**config.mk**
```make
export PLATFORM = sky130hd
export DESIGN_NAME = uart_tx_arbiter
export DESIGN_NICKNAME = d
export VERILOG_FILES = /design/src/rtl/uart_tx_arbiter.sv
export SDC_FILE = /design/constraint.sdc
export NUM_CORES = 1
export LEC_CHECK = 0
export ABC_CLOCK_PERIOD_IN_PS = 1920
export BUFFER_PORTS_ARGS = -buffer_cell sky130_fd_sc_hd__buf_2
export CAP_MARGIN = 0
export CORE_ASPECT_RATIO = 0.5
export CORE_UTILIZATION = 49
export DETAILED_ROUTE_END_ITERATION = 7
export PLACE_DENSITY_LB_ADDON = 0.12
export SLEW_MARGIN = 5
export SYNTH_ARGS = -nofsm -noshare
export SYNTH_HDL_FRONTEND = slang
export SYNTH_SLANG_ARGS = --single-unit
```
**constraint.sdc**
```tcl
create_clock -name clk -period 1.92 [get_ports clk]
set_clock_uncertainty 0.2 [all_clocks]
set_input_delay 0.192 -clock clk [delete_from_list [all_inputs] [get_ports clk]]
set_output_delay 0.192 -clock clk [all_outputs]
set_load 0.1 [all_outputs]
```
**src/rtl/uart_tx_arbiter.sv**
```systemverilog
// Round-robin arbiter that shares one UART transmitter among N_REQ clients.
// Captures the winner's character, pulses tx_start, then tracks tx_busy until the frame is sent.
module uart_tx_arbiter #(
    parameter int N_REQ   = 4,
    parameter int DATA_W  = 7,
    parameter int TIMEOUT = 16
) (
    input  logic                    clk,
    input  logic                    rst,
    input  logic [N_REQ-1:0]        req,
    input  logic [N_REQ*DATA_W-1:0] req_data,
    output logic [N_REQ-1:0]        ack,
    output logic [N_REQ-1:0]        done,
    output logic                    tx_start,
    output logic [DATA_W-1:0]       tx_data,
    input  logic                    tx_busy,
    output logic                    err,
    output logic                    active
);

    localparam int IDX_W = (N_REQ > 1) ? $clog2(N_REQ) : 1;
    localparam int CNT_W = (TIMEOUT > 1) ? $clog2(TIMEOUT) : 1;
    localparam logic [IDX_W-1:0] LAST_IDX = IDX_W'(N_REQ - 1);
    localparam logic [CNT_W-1:0] CNT_MAX  = CNT_W'(TIMEOUT - 1);

    typedef enum logic [1:0] {
        IDLE,
        START,
        WAIT_BUSY,
        WAIT_DONE
    } state_t;

    state_t             state_reg, state_next;
    logic [IDX_W-1:0]   ptr_reg, ptr_next;
    logic [IDX_W-1:0]   grant_reg, grant_next;
    logic [CNT_W-1:0]   cnt_reg, cnt_next;
    logic [N_REQ-1:0]   ack_reg, ack_next;
    logic [N_REQ-1:0]   done_reg, done_next;
    logic               tx_start_reg, tx_start_next;
    logic [DATA_W-1:0]  tx_data_reg, tx_data_next;
    logic               err_reg, err_next;
    logic               active_reg, active_next;

    logic [DATA_W-1:0]  data_arr [N_REQ];
    logic               win_found;
    logic [IDX_W-1:0]   win_idx;
    logic [IDX_W:0]     scan_sum;
    logic [IDX_W-1:0]   scan_idx;
    logic [IDX_W-1:0]   ptr_after;

    generate
        for (genvar gi = 0; gi < N_REQ; gi++) begin : g_slice
            assign data_arr[gi] = req_data[gi*DATA_W +: DATA_W];
        end
    endgenerate

    // First requester at or after ptr, wrapping modulo N_REQ (works for non-power-of-two N_REQ).
    always_comb begin
        win_found = 1'b0;
        win_idx   = '0;
        scan_sum  = '0;
        scan_idx  = '0;
        for (int k = 0; k < N_REQ; k++) begin
            scan_sum = {1'b0, ptr_reg} + (IDX_W+1)'(k);
            if (scan_sum >= (IDX_W+1)'(N_REQ)) begin
                scan_sum = scan_sum - (IDX_W+1)'(N_REQ);
            end
            scan_idx = scan_sum[IDX_W-1:0];
            if (!win_found && req[scan_idx]) begin
                win_found = 1'b1;
                win_idx   = scan_idx;
            end
        end
    end

    // The last winner becomes lowest priority for the next round.
    assign ptr_after = (grant_reg == LAST_IDX) ? '0 : grant_reg + IDX_W'(1);

    always_comb begin
        state_next    = state_reg;
        ptr_next      = ptr_reg;
        grant_next    = grant_reg;
        cnt_next      = cnt_reg;
        ack_next      = '0;
        done_next     = '0;
        tx_start_next = 1'b0;
        tx_data_next  = tx_data_reg;
        err_next      = 1'b0;
        case (state_reg)
            IDLE: begin
                if (win_found) begin
                    ack_next[win_idx] = 1'b1;
                    tx_data_next      = data_arr[win_idx];
                    grant_next        = win_idx;
                    state_next        = START;
                end
            end
            START: begin
                tx_start_next = 1'b1;
                cnt_next      = '0;
                state_next    = WAIT_BUSY;
            end
            WAIT_BUSY: begin
                // A busy seen on the final count still counts as a successful start.
                if (tx_busy) begin
                    state_next = WAIT_DONE;
                end else if (cnt_reg == CNT_MAX) begin
                    err_next   = 1'b1;
                    ptr_next   = ptr_after;
                    state_next = IDLE;
                end else begin
                    cnt_next = cnt_reg + CNT_W'(1);
                end
            end
            WAIT_DONE: begin
                if (!tx_busy) begin
                    done_next[grant_reg] = 1'b1;
                    ptr_next             = ptr_after;
                    state_next           = IDLE;
                end
            end
            default: state_next = IDLE;
        endcase
        active_next = (state_next != IDLE);
    end

    always_ff @(posedge clk or negedge rst) begin
        if (!rst) begin
            state_reg    <= IDLE;
            ptr_reg      <= '0;
            grant_reg    <= '0;
            cnt_reg      <= '0;
            ack_reg      <= '0;
            done_reg     <= '0;
            tx_start_reg <= 1'b0;
            tx_data_reg  <= '0;
            err_reg      <= 1'b0;
            active_reg   <= 1'b0;
        end else begin
            state_reg    <= state_next;
            ptr_reg      <= ptr_next;
            grant_reg    <= grant_next;
            cnt_reg      <= cnt_next;
            ack_reg      <= ack_next;
            done_reg     <= done_next;
            tx_start_reg <= tx_start_next;
            tx_data_reg  <= tx_data_next;
            err_reg      <= err_next;
            active_reg   <= active_next;
        end
    end

    assign ack      = ack_reg;
    assign done     = done_reg;
    assign tx_start = tx_start_reg;
    assign tx_data  = tx_data_reg;
    assign err      = err_reg;
    assign active   = active_reg;

endmodule

```
==> impl_metrics.yaml, run 1 <==
run_status:
  status: "finished, final reports clean"
critical_path:
  cp-end-kind: "flop"
  cp_max_fo: 9
  ff2ff_path_depth: 6
  r2r_end: "tx_data[2]"
  rr_startpoint: "ptr_reg[1]"
  rrSetupSlack_ns: 0.08
  cp.arrival_ns: 1.81
  worstSetupPathType: "flop to flop"
  cp_data_required_time_ns: 1.89
  cp-start-kind: "flop"
logic_synthesis:
  ys_seq_area_frac: 0.451
  yosys_register_bits: 28
  synth_cell_types: 38
  avgSynthCellArea_um2: 10.6
  synth_area_um2: 1550
  synthCells: 146
  synth_nets: 186
  ys.warnings.count: 0
placed_design:
  hpwl_mm: 2.33
  gp_congestion: 0.768
  postPlaceCellArea_um2: 1880
  port_buffers: 52
  place_ws_ns: -0.0152
timing:
  hold_ws_ns: 0.0116
  setup_tns_ns: 0
  hold_viol: 0
  min_period_ns: 1.84
  post-route-period-util: 0.960
  max_slew_margin: 0.597
  setup_viol: 0
  max_freq_mhz: 542
  tightest_slew_ns: 0.605
  slew_violations: 0
  rsz0062_at_grt: "true"
  layout_setup_ws_ns: 0.0761
cells_and_area:
  areaGrowthSynthToFinish_pct: 28.5
  final_area_um2: 2000
  final_cell_mix: "52 x buf_2, 26 x dfrtp_1, 12 x nand2_1"
  diodes: 0
  n_fill_cell: 265
  nNetsFinal: 247
  largest_reg_flops: 7
  drive_gt1_frac: 0.427
  seq_area_um2: 703
  multiInputGateArea_um2: 843
  final_common_cell: "buf_2"
cts:
  post-cts-setup-buffers: 0
  cts_tree: "built"
  insertion_delay_ns: 0.28
  cts_sinks: 28
  cts_buffers: 3
  root_buffer: "clkbuf_8"
  cts_buffer_depth: 2
  clk_transition_reported_paths_ns: 0.09
  ctsHtreeMaxLevel: 1
pwr:
  fin_total_pwr_uw: 3150
  combPwrFrac: 0.585
  p_int_uw: 1490
  clockPowerShare: 0.117
  sw_frac_of_total: 0.525
  power.density_nw_per_um2: 1580
  p_sw_uw: 1650
  p_seq_frac: 0.298
  ir_worst_vdd_v: 0.000801
  power.leakage_uw: 0.00105
detailed_routing:
  drc_errors: 0
  dr.pass1.iters: 4
  ant_nets: 0
  vias: 1323
  dr_wl_met2_mm: 1.57
  routed_via_density: 5.38
  wl_met3_um: 173
  drt_iter0_drc: 45
  wl_mm: 3.36
  dr.max_layer_used: "met4"
  detail_route.wl_per_cell_um: 13.7
  wl_met1_mm: 1.58
die:
  die_area_um2: 3410
  initial_core_util: 0.515
  ios: 53
  chipWidth_um: 81.6
  fp-row-count: 14
  die_h_um: 41.8
  coreArea_um2: 3010
global_routing:
  grt_pass1_vias: 1160
  antenna_found_initial: 0
  track_usage: 0.215
  grt_max_degree: 29
  grt_pass1_wl_mm: 5.42
  overflow: 0
worst_hold_path:
  min_from: "req_data[21]"
  hold_path_class: "input port to flop"
  min_path_cells: 3
  hold_path_end: "tx_data[0]"
job:
  maxCapViolations: 0
per-layer routing:
layer,vias up,track usage
met5,-,0
met2,52,0.357
met3,9,0.0593
li1,653,-
met1,609,0.287
met4,0,0.0316
Yosys cell counts (all sizes together):
library cell	number	share of area
inv	5	0.012
o21ai	7	0.023
mux2i	10	0.064
nor2b	1	0.0040
nor3	3	0.013
buf	3	0.014
o211ai	7	0.056
a2bb2oi	1	0.0097
a22o	1	0.0056
a21bo	7	0.045
o32a	1	0.0064
ha	5	0.040
o2bb2ai	1	0.0097
or2	2	0.0081
and3	7	0.028
nor4bb	1	0.0064
mux2	2	0.015
nor3b	1	0.0048
nand2	13	0.033
dfrtp	28	0.45
o211a	1	0.0064
a211oi	1	0.0048
a21oi	7	0.025
o22ai	2	0.0081
nor2	10	0.035
nand3	9	0.029
and2b	1	0.0048
a21boi	1	0.0048
clkbuf	1	0.0024
nand2b	3	0.012
a21o	2	0.0097
o31ai	1	0.0048
nand4	1	0.0040
worst max path at each step:
stage          startpoint         end  slack (ns)  cells past startpoint
2_1_floorplan  ptr_reg[1]  tx_data[0]        0.23                      5
3_3_place_gp   ptr_reg[1]  tx_data[5]        0.03                      5
3_5_place_dp   ptr_reg[1]  tx_data[2]       -0.02                      5
4_1_cts        ptr_reg[0]  tx_data[3]       0.002                      5
5_1_grt        ptr_reg[1]  tx_data[5]      -0.005                      6
6_report       ptr_reg[1]  tx_data[2]        0.08                      6
logic make-up after synthesis:
group           count (synthesis)  share of synthesized area
buf+inv                         9                     0.0282
simple gates                   52                      0.182
fa+ha+maj                       5                     0.0403
flops                          28                      0.451
compound gates                 40                      0.219
mux                            12                     0.0790
power by group through the flow:
stage               Clock (uW)  Combinational [uW]  Sequential [uW]
finish                     368                1840              937
detailed placement           0                1800              923
global route               403                1950              966
floorplan                    0                 717             1630
global placement             0                1770              920
CTS                        380                1820              921
cell type report:
cell class,count,area share
Clock buffer,4,0.0276
Inverter,5,0.00940
Multi-Input combinational cell,109,0.423
Sequential cell,28,0.352
Tap cell,40,0.0251
Timing Repair Buffer,60,0.163
critical path, stage by stage, from the launching register on:
cell	delay (ns)
dfrtp_2	0.46
nand2b_1	0.21
a21oi_2	0.07
buf_4	0.17
nor2_8	0.24
mux2i_1	0.29
o211ai_2	0.09
stage by stage:
step | utilization | cells
2_1_floorplan | - | 146
3_3_place_gp | 0.625 | 240
3_5_place_dp | 0.625 | 240
4_1_cts | 0.654 | 246
5_1_grt | 0.662 | 246
6_report | 0.662 | 246
what timing repair did:
item	in CTS	in global routing
hold endpoints to repair	29	0
endpoints found under the setup margin	7	11
cloned	0	0
pin swaps	0	1
hold buffers	2	0
gates resized for setup	2	7
Power figures use the tool's default switching activity.
==> inputs of run 2 (changes only) <==
--- a/config.mk
+++ b/config.mk
@@ -9,6 +9,7 @@
 export BUFFER_PORTS_ARGS = -buffer_cell sky130_fd_sc_hd__buf_2
 export CAP_MARGIN = 0
 export CORE_ASPECT_RATIO = 0.5
+export CORE_MARGIN = 5
 export CORE_UTILIZATION = 49
 export DETAILED_ROUTE_END_ITERATION = 7
 export PLACE_DENSITY_LB_ADDON = 0.12
==> impl_metrics.yaml, run 2 (synthesized netlist as in run 1, its figures left out) <==
critical_path:
  cp.depth: 6
  cp_data_required_time_ns: 1.88
  ff2ff_path_depth: 5
  slowest_stage: "dlygate4sd3_1"
  crit_family: "buffers and inverters"
  slowest_delay_ns: 0.54
  path_cells: "dlygate4sd3_1 > buf_2 > and2b_2 > a21boi_2 > buf_4 > mux2_1"
  cp-end-kind: "flop"
  worstSetupPathType: "input port to flop"
  cp.arrival_ns: 1.81
  cp_max_fo: 7
  cp.buffers_inverters: 3
  cp-start-kind: "input port"
detailed_routing:
  dr.pass1.iters: 4
  vias: 1311
  drt_iter0_drc: 26
  detail_route.wl_per_cell_um: 15.1
  drc_errors: 0
  wl_mm: 3.71
  ant_nets: 0
  routed_via_density: 5.33
cells_and_area:
  final_area_um2: 2010
  final_common_cell: "buf_2"
  final_cell_mix: "52 x buf_2, 26 x dfrtp_1, 12 x nand2_1"
  largest_reg_flops: 7
  drive_gt1_frac: 0.422
  diodes: 0
  nNetsFinal: 247
  areaGrowthSynthToFinish_pct: 29.3
pwr:
  fin_total_pwr_uw: 3160
  p_seq_frac: 0.304
  p_sw_uw: 1680
  sw_frac_of_total: 0.530
  power.density_nw_per_um2: 1570
  ir_worst_vdd_v: 0.000718
  power.leakage_uw: 0.00105
  combPwrFrac: 0.580
  p_int_uw: 1480
  clockPowerShare: 0.116
placed_design:
  place_ws_ns: -0.0425
  hpwl_mm: 2.67
  gp_congestion: 0.759
  port_buffers: 52
  postPlaceCellArea_um2: 1870
cts:
  cts_tree: "built"
  post-cts-setup-buffers: 0
  insertion_delay_ns: 0.28
  root_buffer: "clkbuf_8"
  cts_buffer_depth: 2
  ctsHtreeMaxLevel: 1
  clk_transition_reported_paths_ns: 0.09
  cts_buffers: 3
  cts_sinks: 28
timing:
  min_period_ns: 1.85
  hold_ws_ns: 0.00705
  setup_tns_ns: 0
  slew_violations: 0
  tightest_slew_ns: 0.607
  hold_viol: 0
  setup_viol: 0
  rsz0062_at_grt: "false"
  max_freq_mhz: 542
  max_slew_margin: 0.595
  layout_setup_ws_ns: 0.0746
  post-route-period-util: 0.961
worst_hold_path:
  min_path_cells: 3
  hold_path_class: "input port to flop"
global_routing:
  track_usage: 0.181
  grt_pass1_wl_mm: 6.20
  antenna_found_initial: 0
  grt_max_degree: 29
  overflow: 0
  grt_pass1_vias: 1389
job:
  maxCapViolations: 0
die:
  initial_core_util: 0.515
  coreArea_um2: 3010
  chipWidth_um: 89.6
  ios: 53
  fp-row-count: 14
  die_area_um2: 4460
  die_h_um: 49.8
run_status:
  status: "finished, final reports clean"
-- run 2: final timing paths --
kind | start | endpoint | slack [ns]
worst max register to register | ptr_reg[1] | tx_data[6] | 0.12
worst min-delay path | req_data[17] | tx_data[3] | 0.007
min in group asynchronous | rst | ack[0] | 0.25
worst max-delay path | tx_busy | ptr_reg[0] | 0.07
max in group asynchronous | rst | ptr_reg[1] | 0.84
worst min register to register | tx_data[3] | tx_data[3] | 0.30
-- run 2: layout make-up --
class | instances | area, um^2
clock buffers | 4 | 55.1
fillers | 248 | 1010
inverters | 5 | 18.8
multi-input cells | 110 | 860
flip-flops and latches | 28 | 703
well taps | 40 | 50.0
repair buffers | 59 | 320
-- run 2: layer usage --
metal  vias up  share of wire  GRT usage
met1       602           0.44      0.226
met5         -              0          0
met4         0         0.0035     0.0421
li1        649              -          -
met3         3          0.083     0.0699
met2        57           0.47      0.294
-- run 2: power by group through the flow --
| stage | clock network, uW | registers [uW] | logic [uW] |
|---|---|---|---|
| floorplan | 0 | 1630 | 717 |
| global placement | 0 | 942 | 1740 |
| detailed placement | 0 | 945 | 1780 |
| CTS | 376 | 945 | 1810 |
| global route | 406 | 988 | 1960 |
| finish | 365 | 962 | 1830 |
-- run 2: worst register-to-register path, cell delays in order (launching register included) --
cell	delay, ns
dfrtp_2	0.48
nand2b_1	0.23
a21oi_4	0.37
nor2_8	0.10
mux2i_1	0.22
o211ai_2	0.09
-- run 2: timing repair --
action	in CTS	in global routing
hold buffers	3	0
pin swaps	0	2
cloned	0	1
setup endpoints to repair	7	11
endpoints found under the hold margin	30	0
gates resized for setup	3	7
-- run 2: per-stage QoR --
| step | instances | util |
|---|---|---|
| 6_report | 246 | 0.666 |
| 3_5_place_dp | 238 | 0.620 |
| 5_1_grt | 246 | 0.666 |
| 4_1_cts | 245 | 0.654 |
| 3_3_place_gp | 238 | 0.620 |
| 2_1_floorplan | 146 | - |
